File: src/rtl/drom_loader_pkg.sv
// rtl/drom_loader_pkg.sv - shared state encodings and word geometry for the DROM loader
package drom_loader_pkg;

  typedef enum logic [2:0] {
    LDR_IDLE    = 3'd0,
    LDR_ARM     = 3'd1,
    LDR_COLLECT = 3'd2,
    LDR_WRITE   = 3'd3,
    LDR_DONE    = 3'd4,
    LDR_ERROR   = 3'd5
  } ldr_state_e;

  localparam int BYTES_PER_WORD = 4;
  localparam int IDX_WIDTH      = $clog2(BYTES_PER_WORD);
  localparam int WORD_BITS      = 8 * BYTES_PER_WORD;

endpackage

File: src/rtl/drom_byte_packer.sv
// rtl/drom_byte_packer.sv - little-endian byte-lane insert register with lane index
module drom_byte_packer
  import drom_loader_pkg::*;
(
  input  logic                 clk_i,
  input  logic                 rst_i,
  input  logic                 clear_i,
  input  logic                 accept_i,
  input  logic [7:0]           byte_i,
  output logic [WORD_BITS-1:0] word_o,
  output logic                 word_full_o
);

  logic [IDX_WIDTH-1:0] idx_q, idx_d;
  logic [WORD_BITS-1:0] word_q, word_d;

  // Only the addressed lane is overwritten, so the previous word stays visible
  // on the DROM data bus until its lane 0 is replaced.
  always_comb begin
    idx_d  = idx_q;
    word_d = word_q;
    if (clear_i) begin
      idx_d = '0;
    end else if (accept_i) begin
      for (int i = 0; i < BYTES_PER_WORD; i++) begin
        if (idx_q == IDX_WIDTH'(i)) word_d[8*i +: 8] = byte_i;
      end
      idx_d = idx_q + 1'b1;
    end
  end

  always_ff @(posedge clk_i) begin
    if (rst_i) begin
      idx_q  <= '0;
      word_q <= '0;
    end else begin
      idx_q  <= idx_d;
      word_q <= word_d;
    end
  end

  assign word_o      = word_q;
  assign word_full_o = accept_i && !clear_i && (idx_q == IDX_WIDTH'(BYTES_PER_WORD - 1));

endmodule

File: src/rtl/drom_loader.sv
// rtl/drom_loader.sv - packs a byte stream into 32-bit words and writes them into the DROM
module drom_loader
  import drom_loader_pkg::*;
#(
  parameter int ADDR_WIDTH     = 10,
  parameter int WORD_COUNT     = 768,
  parameter int TIMEOUT_WIDTH  = 16,
  parameter int TIMEOUT_CYCLES = 65535
) (
  input  logic                  clk_i,
  input  logic                  rst_i,
  input  logic                  start_i,
  input  logic [7:0]            byte_i,
  input  logic                  byte_valid_i,
  output logic                  byte_ready_o,
  output logic                  ext_acc_o,
  output logic                  we_o,
  output logic [31:0]           din_o,
  output logic                  busy_o,
  output logic                  done_o,
  output logic                  err_o,
  output logic [ADDR_WIDTH:0]   word_cnt_o,
  output logic [31:0]           checksum_o
);

  localparam logic [ADDR_WIDTH:0]      WORDS_LAST = (ADDR_WIDTH + 1)'(WORD_COUNT);
  localparam logic [TIMEOUT_WIDTH:0]   TMO_LIMIT  = (TIMEOUT_WIDTH + 1)'(TIMEOUT_CYCLES);
  localparam logic [TIMEOUT_WIDTH-1:0] TMO_MAX    = '1;

  ldr_state_e               state_q, state_d;
  logic [ADDR_WIDTH:0]      word_cnt_q, word_cnt_d;
  logic [31:0]              checksum_q, checksum_d;
  logic [TIMEOUT_WIDTH-1:0] tmo_q, tmo_d;
  logic [TIMEOUT_WIDTH:0]   tmo_inc;
  logic                     tmo_hit;
  logic                     accept;
  logic                     pack_clear;
  logic                     word_full;
  logic [WORD_BITS-1:0]     word;

  assign accept  = byte_valid_i && (state_q == LDR_COLLECT);
  assign tmo_inc = {1'b0, tmo_q} + 1'b1;
  assign tmo_hit = (TIMEOUT_CYCLES != 0) && (tmo_inc >= TMO_LIMIT);

  drom_byte_packer u_packer (
    .clk_i       (clk_i),
    .rst_i       (rst_i),
    .clear_i     (pack_clear),
    .accept_i    (accept),
    .byte_i      (byte_i),
    .word_o      (word),
    .word_full_o (word_full)
  );

  always_comb begin
    state_d    = state_q;
    word_cnt_d = word_cnt_q;
    checksum_d = checksum_q;
    tmo_d      = tmo_q;
    pack_clear = 1'b0;
    case (state_q)
      LDR_IDLE, LDR_DONE, LDR_ERROR: begin
        if (start_i) begin
          state_d    = LDR_ARM;
          word_cnt_d = '0;
          checksum_d = '0;
          tmo_d      = '0;
          pack_clear = 1'b1;
        end
      end
      // One cycle with ext_acc high and no write lets the DROM reset its address.
      LDR_ARM: state_d = LDR_COLLECT;
      LDR_COLLECT: begin
        if (accept) begin
          tmo_d = '0;
          if (word_full) state_d = LDR_WRITE;
        end else begin
          if (tmo_q != TMO_MAX) tmo_d = tmo_q + 1'b1;
          if (tmo_hit) state_d = LDR_ERROR;
        end
      end
      LDR_WRITE: begin
        word_cnt_d = word_cnt_q + 1'b1;
        checksum_d = checksum_q + word;
        state_d    = (word_cnt_d == WORDS_LAST) ? LDR_DONE : LDR_COLLECT;
      end
      default: state_d = LDR_IDLE;
    endcase
  end

  always_ff @(posedge clk_i) begin
    if (rst_i) begin
      state_q    <= LDR_IDLE;
      word_cnt_q <= '0;
      checksum_q <= '0;
      tmo_q      <= '0;
    end else begin
      state_q    <= state_d;
      word_cnt_q <= word_cnt_d;
      checksum_q <= checksum_d;
      tmo_q      <= tmo_d;
    end
  end

  assign ext_acc_o    = (state_q == LDR_ARM) || (state_q == LDR_COLLECT) || (state_q == LDR_WRITE);
  assign busy_o       = ext_acc_o;
  assign byte_ready_o = (state_q == LDR_COLLECT);
  assign we_o         = (state_q == LDR_WRITE);
  assign done_o       = (state_q == LDR_DONE);
  assign err_o        = (state_q == LDR_ERROR);
  assign din_o        = word;
  assign word_cnt_o   = word_cnt_q;
  assign checksum_o   = checksum_q;

endmodule

File: config.mk
export PLATFORM = sky130hd
export DESIGN_NAME = drom_loader
export DESIGN_NICKNAME = d
export VERILOG_FILES = /design/src/rtl/drom_loader_pkg.sv /design/src/rtl/drom_byte_packer.sv /design/src/rtl/drom_loader.sv
export SDC_FILE = /design/constraint.sdc
export NUM_CORES = 1
export LEC_CHECK = 0
export BUFFER_PORTS_ARGS = -buffer_cell sky130_fd_sc_hd__buf_2
export CORE_MARGIN = 4
export CORE_UTILIZATION = 55
export CTS_BUF_LIST = sky130_fd_sc_hd__clkbuf_2 sky130_fd_sc_hd__clkbuf_4 sky130_fd_sc_hd__clkbuf_8
export CTS_CLUSTER_SIZE = 10
export DETAILED_ROUTE_END_ITERATION = 8
export PLACE_DENSITY = 0.86
export SYNTH_ARGS = -nofsm -noshare
export SYNTH_HDL_FRONTEND = slang
export SYNTH_HIERARCHICAL = 1
export SYNTH_SLANG_ARGS = --single-unit
File: constraint.sdc
create_clock -name clk_i -period 3.8 [get_ports clk_i]
set_input_delay 0.57 -clock clk_i [delete_from_list [all_inputs] [get_ports clk_i]]
set_output_delay 0.57 -clock clk_i [all_outputs]
set_load 0.01 [all_outputs]
; Word-level counts from Yosys, hierarchy flattened
; Index checks and enable logic that the tools add are counted.
[word_totals]
input_bits = 12
reg_bits = 96
[classes]
order_cmp = 1
n_reduce_logical = 19
mux = 16
bitwise_logic = 1
n_eq_ne = 14
add_sub_neg = 5
[op_table]
columns = cell, count
row1 = one-hot mux 32 bit (2 select lines), 1
row2 = 2-to-1 mux 16 bit, 3
row3 = adder 32 bit, 1
row4 = 2-to-1 mux 32 bit, 1
row5 = one-hot mux 16 bit (2 select lines), 1
row6 = one-hot mux 11 bit (2 select lines), 1
row7 = AND reduction 3 bit, 6
row8 = "adder 16 x 1 -> 17 bit, second input constant", 1
row9 = "greater-or-equal comparator 17 x 16 -> 1 bit, second input constant", 1
row10 = "adder 16 x 1 -> 16 bit, second input constant", 1
row11 = "!= test 16 bit, second input constant", 1
row12 = 2-to-1 mux 3 bit, 5
row13 = one-hot mux 3 bit (4 select lines), 1
row14 = "adder 11 x 1 -> 11 bit, second input constant", 1
row15 = "equality test 11 x 10 -> 1 bit, second input constant", 1
row16 = 2-to-1 mux 11 bit, 1
row17 = "equality test 3 x 2 -> 1 bit, second input constant", 2
row18 = "equality test 3 bit, second input constant", 2
row19 = "!= test 3 x 1 -> 1 bit, second input constant", 2
row20 = "equality test 2 bit, second input constant", 2
row21 = nonzero test 2 bit, 2
row22 = "equality test 3 x 1 -> 1 bit, second input constant", 1
row23 = logical AND 1 bit, 3
row24 = zero test 3 bit, 1
row25 = other kinds (12), 14

; Depth between registers and ports, before layout
[logic_depth]
ltp_word = 9
ltp_mapped = 13
mapped_depth_nobuf = 10

; Modules after synthesis
; Netlist, hierarchy kept.
[by_module_without_submodules]
columns = mod, area_per_inst_um2, cells_each, instances, seq_area_each_um2
row1 = drom_loader, 4372.9, 572, 1, 1241.2
row2 = drom_byte_packer, 1447.6, 131, 1, 680.7

; Worst setup path before layout
; Ideal clock, no wire load.
[synth_timing]
path_type = register -> register
from = reg u_packer.word_q[8], in the netlist u_packer/word_o[8]
to = reg checksum_q[28], in the netlist checksum_o[28]
arrival_ps = 2549
synth_period_minus_slack_ps = 2666
stages_incl_launch_ff = 10
setup_slack_ps = 1134
setup_time_ps = 117
path_cell_list = dfxtp_1 > ha_1 > nand2_2 > or4_4 > o221a_4 > a211o_1 > a21oi_2 > o211ai_2 > a21o_1 > a32o_1
[synth_via]
elab_chain_len = 2
[synth_lines]
columns = element, line_no
row1 = start: declaration, drom_byte_packer.sv:15  ; logic [WORD_BITS-1:0] word_q, word_d;
row2 = start signal: assignment, drom_byte_packer.sv:38  ; word_q <= word_d;
row3 = adder 32 bit, drom_loader.sv:84  ; checksum_d = checksum_q + word;
row4 = one-hot mux 32 bit (2 select lines), drom_loader.sv:61  ; case (state_q)
row5 = end signal: assignment, drom_loader.sv:100  ; checksum_q <= checksum_d;
row6 = end: declaration, drom_loader.sv:32  ; logic [31:0] checksum_q, checksum_d;
; No other way between the ends.
; A chain may end at the register's enable or synchronous reset.

; Final worst setup path
[layout_timing]
from = reg state_q[0]
to = reg state_q[2]
[layout_via]
elab_chain_len = 8
[layout_lines]
columns = element, line_no
row1 = start: declaration, drom_loader.sv:30  ; ldr_state_e state_q, state_d;
row2 = start signal: assignment, drom_loader.sv:98  ; state_q <= state_d;
row3 = equality test 3 bit or zero test 3 bit (tied branches), drom_loader.sv:61
row4 = OR reduction 3 bit *, drom_loader.sv:61
row5 = 2-to-1 mux 1 bit *, drom_loader.sv:61
row6 = net pack_clear, drom_loader.sv:37  ; logic pack_clear;
row7 = zero test 1 bit *, drom_byte_packer.sv:43  ; assign word_full_o = accept_i && !clear_i && (idx_q == IDX_WIDTH'(BYTES_PER_WORD - 1));
row8 = logical AND 1 bit * (2 in a row), drom_byte_packer.sv:43
row9 = net word_full, drom_loader.sv:38  ; logic word_full;
row10 = != test 3 bit (no source line) *, -
row11 = AND reduction 3 bit (no source line) *, -
; Mark *: on every way through the listed nets, which the timed path passes. The rest lies on a longest branch.

==> metrics.txt <==
# TYPE chip_impl_metric gauge
chip_impl_metric{name="cp_max_fo",unit=""} 14
chip_impl_metric{name="final.setup_skew",unit="ns"} 0.0106
chip_impl_metric{name="routedWlPerCell",unit="µm"} 17.4
chip_impl_info{name="min_path_type",value="reg -> reg"} 1
chip_impl_metric{name="synth-edff-count",unit=""} 0
chip_impl_metric{name="async_reset_ff_frac",unit=""} 0
chip_impl_info{name="dominant_combinational_cell_family_by_area_after_synthesis",value="simple AND/OR/NAND/NOR gates"} 1
chip_impl_metric{name="mappedNetlistArea",unit="mm²"} 0.00582
chip_impl_info{name="status",value="finished, final reports clean"} 1
chip_impl_metric{name="finish.net_count",unit=""} 827
chip_impl_metric{name="yosysSeqAreaShare",unit=""} 0.330
chip_impl_metric{name="relSlewSlack",unit=""} 0.448
chip_impl_metric{name="initial_antenna_violation_count",unit=""} 0
chip_impl_metric{name="critPathRequiredTime",unit="ns"} 4.07
chip_impl_metric{name="via_count_of_the_first_global_routing_pass",unit=""} 5408
chip_impl_metric{name="worst_setup_hold_path_clk_slew",unit="ns"} 0.10
chip_impl_metric{name="pin_count",unit=""} 93
chip_impl_metric{name="timing_hold_violations_final",unit=""} 0
chip_impl_metric{name="post_placement_cell_area",unit="mm²"} 0.00633
chip_impl_metric{name="n_antenna_cell",unit=""} 0
chip_impl_metric{name="start_util",unit=""} 0.564
chip_impl_metric{name="synth_compound_area_frac",unit=""} 0.206
chip_impl_info{name="critical_path.most_common_cell",value="nor2_1"} 1
chip_impl_metric{name="ir_drop",unit="mV"} 0.177
chip_impl_metric{name="pin_count_of_the_biggest_net_entering_global_routing",unit=""} 35
chip_impl_metric{name="totalWireLength",unit="mm"} 15.9
chip_impl_metric{name="vias_per_cell",unit=""} 6.08
chip_impl_metric{name="clk-insertion-delay-late",unit="ns"} 0.37
chip_impl_metric{name="fin_cells",unit=""} 917
chip_impl_metric{name="placement.io_buffers",unit=""} 92
chip_impl_metric{name="die_height",unit="µm"} 111
chip_impl_info{name="root_buffer",value="clkbuf_8"} 1
chip_impl_metric{name="slew_violations",unit=""} 0
chip_impl_metric{name="cts_repair_resize_count",unit=""} 0
chip_impl_info{name="timing.critical_path.from_type",value="register"} 1
chip_impl_metric{name="detailed_place_hpwl",unit="mm"} 11.6
chip_impl_metric{name="holdBufCountCts",unit=""} 0
chip_impl_metric{name="cp_data_arrival_time",unit="ns"} 3.15
chip_impl_metric{name="grt_pass1_wl",unit="mm"} 26.1
chip_impl_metric{name="drt.antenna.violating_nets",unit=""} 0
chip_impl_metric{name="count_of_routing_violations_after_the_opening_detailed_route_iteration",unit=""} 428
chip_impl_metric{name="finalWeightedCongestion",unit=""} 0.961
chip_impl_metric{name="grtUsageTotal",unit=""} 0.251
chip_impl_metric{name="final.setup.tns",unit="ns"} 0
chip_impl_metric{name="yosysUniqueCellTypes",unit=""} 64
chip_impl_metric{name="syn-mean-instance-area",unit="µm²"} 8.28
chip_impl_metric{name="die_w",unit="µm"} 111
chip_impl_metric{name="simple_gate_fraction_of_synth_area",unit=""} 0.228
chip_impl_metric{name="fp-row-count",unit=""} 37
chip_impl_metric{name="final_min_period_over_clock_period",unit=""} 0.759
chip_impl_info{name="grt_setup_unrepaired",value="no"} 1
chip_impl_metric{name="clkSinkCount",unit=""} 96
chip_impl_metric{name="dr_pass1_iterations",unit=""} 5
chip_impl_metric{name="post_synth_inst_count",unit=""} 703
chip_impl_metric{name="worst-slew-pin-transition",unit="ns"} 0.825
chip_impl_metric{name="synth_mux_area_frac",unit=""} 0.0567
chip_impl_metric{name="synth-xor-area-share",unit=""} 0.0497
chip_impl_metric{name="dp.cells",unit=""} 901
chip_impl_metric{name="post_cts.repair.setup_buffers",unit=""} 0
chip_impl_metric{name="cp_slowest_stage_delay",unit="ns"} 0.53
chip_impl_info{name="post_synth_main_area_contributors",value="dfxtp_1 33%, ha_1 8.2%, mux2i_1 5.7%, a21oi_1 5.2%, nand2b_1 4.6%"} 1
chip_impl_metric{name="num_cts_buffers",unit=""} 9
chip_impl_metric{name="yosys.area_share.adder",unit=""} 0.0851
chip_impl_info{name="worstPathCellList",value="nor2b_1 -> nor2_1 -> nand2_1 -> inv_1 -> nand3b_1 -> inv_4 -> o21bai_1 -> a211oi_1 -> nor2_1 -> o21a_1"} 1
chip_impl_metric{name="post-synth-top-area-fraction",unit=""} 0.330
chip_impl_metric{name="static-leakage-power",unit="nW"} 3.01
chip_impl_info{name="tritoncts",value="built"} 1
chip_impl_metric{name="layout_cells_sized_above_1",unit=""} 0.164
chip_impl_metric{name="die_area",unit="mm²"} 0.0123
chip_impl_metric{name="placeableCoreArea",unit="mm²"} 0.0103
chip_impl_metric{name="p_per_area",unit="mW/mm²"} 342
chip_impl_metric{name="grt_overflow",unit=""} 0
chip_impl_metric{name="setup_violations",unit=""} 0
chip_impl_info{name="commonest_register_cell_after_synthesis",value="dfxtp_1"} 1
chip_impl_info{name="timing.critical_path.slowest_stage_cell",value="nand2_1"} 1
chip_impl_metric{name="synth_fp_nets",unit=""} 754
chip_impl_metric{name="max-clock-path-buffers",unit=""} 2
chip_impl_metric{name="synth_seq_cells",unit=""} 96
chip_impl_metric{name="period_minus_slack",unit="ns"} 2.88
chip_impl_metric{name="maxCapViolCount",unit=""} 0
chip_impl_info{name="synth_top_area_cell",value="dfxtp_1"} 1
chip_impl_metric{name="growth_of_design_area_from_synthesis_to_finish",unit="%"} 12.3
chip_impl_metric{name="htreeDepth",unit=""} 3
chip_impl_metric{name="num_vias",unit=""} 5571
chip_impl_metric{name="drc",unit=""} 0
chip_impl_metric{name="timing.fmax",unit="MHz"} 347
chip_impl_metric{name="synth.yosys.warnings",unit=""} 6
chip_impl_metric{name="stdcell_area",unit="mm²"} 0.00654
chip_impl_info{name="endpoint_kind",value="register"} 1
chip_impl_info{name="setup.worst_path.class",value="reg -> reg"} 1
==> cells by family (layout without fill, tap and decap cells) <==
group / count (synthesis) / in the layout
adder cells (fa/ha/maj): 39 / 39
AND/OR/NAND/NOR: 258 / 258
flip-flops: 96 / 96
XOR/XNOR: 33 / 33
multiplexers: 33 / 33
AO/OA/AOI/OAI: 185 / 185
buffers and inverters: 59 / 137
==> per-stage QoR <==
stage | hold WS, ns | setup slack, ns | util | power [mW]
2_1_floorplan | 0.463 | 1.13 | - | 1.40
3_3_place_gp | 0.457 | 1.09 | 0.613 | 1.52
3_5_place_dp | 0.477 | 0.957 | 0.613 | 1.54
4_1_cts | 0.490 | 0.931 | 0.633 | 2.23
5_1_grt | 0.528 | 0.708 | 0.633 | 2.33
6_report | 0.492 | 0.916 | 0.633 | 2.23
==> per-layer routing <==
metal,track usage,routed length [µm],share of wire,up-vias
li1,-,-,-,2663
met1,0.321,6950,0.44,2657
met2,0.420,7410,0.47,222
met3,0.0611,1220,0.077,29
met4,0.0714,325,0.020,0
met5,0,0,0,-
==> power by group <==
part	switching [mW]	internal (mW)	total, mW	leakage (nW)
Clock	0.385	0.325	0.710	0.0989
Sequential	0.0409	1.03	1.07	0.774
Combinational	0.305	0.146	0.451	2.14
==> cell usage in the layout, fill, tap and decap left out, types with 9 or more instances in the layout <==
cell type  netlist  routed
xnor2_1         24      24
nand4_1          9       9
dfxtp_1         96      96
clkbuf_8         0      10
o21ai_0         35      34
ha_1            38      38
mux2i_1         33      33
and3_1          12      12
nand2_1         49      49
a21o_1          15      15
a211oi_1        10      10
nor3_1          11      11
nand2b_1        43      43
nor2_1          63      63
a21oi_1         61      61
buf_2            2      92
inv_1           19      19
xor2_1           9       9
nand3_1         30      30
a22o_1          11      11
==> final cells by class <==
| type | count | area [µm²] |
|---|---|---|
| Sequential cell | 96 | 1920 |
| Fill cell | 880 | 3790 |
| Multi-Input combinational cell | 548 | 3640 |
| Clock buffer | 10 | 138 |
| Inverter | 21 | 81.3 |
| Timing Repair Buffer | 100 | 520 |
| Clock inverter | 6 | 67.6 |
| Tap cell | 136 | 170 |
==> registers in the layout (all words and copies together) (netlist names) <==
| signal | flops |
|---|---|
| tmo_q | 16 |
| u_packer/idx_q | 2 |
| u_packer/word_o | 32 |
| checksum_o | 32 |
| word_cnt_o | 11 |
| state_q | 3 |
==> synthesized netlist by cell type (10+ instances only) <==
| cell | instances |
|---|---|
| a21oi_1 | 61 |
| clkbuf_1 | 29 |
| a21o_1 | 15 |
| dfxtp_1 | 96 |
| nand3_1 | 30 |
| a211oi_1 | 10 |
| inv_1 | 19 |
| xnor2_1 | 24 |
| and3_1 | 12 |
| nand2b_1 | 43 |
| mux2i_1 | 33 |
| a22o_1 | 11 |
| nand2_1 | 49 |
| nor3_1 | 11 |
| ha_1 | 38 |
| nor2_1 | 63 |
| o21ai_0 | 35 |
==> critical path: cells and delay by family, from the launching register on <==
kind                   cells  cell delay [ns]
DFF                        1             0.47
AOI/OAI and AO/OA          3             0.42
buffers and inverters      2             0.47
and+or+nand+nor            5             1.43
==> worst paths after layout <==
path	from	to	slack (ns)	cells after the start
worst max-delay path	state_q[0]$_SDFFE_PP0P_	state_q[2]$_SDFFE_PP0P_	0.92	10
worst min-delay path	checksum_o[19]$_SDFFE_PP0P_	checksum_o[19]$_SDFFE_PP0P_	0.49	2
worst max register to register	state_q[0]$_SDFFE_PP0P_	state_q[2]$_SDFFE_PP0P_	0.92	10
worst min register to register	checksum_o[19]$_SDFFE_PP0P_	checksum_o[19]$_SDFFE_PP0P_	0.49	2
Power figures use the tool's default switching activity.
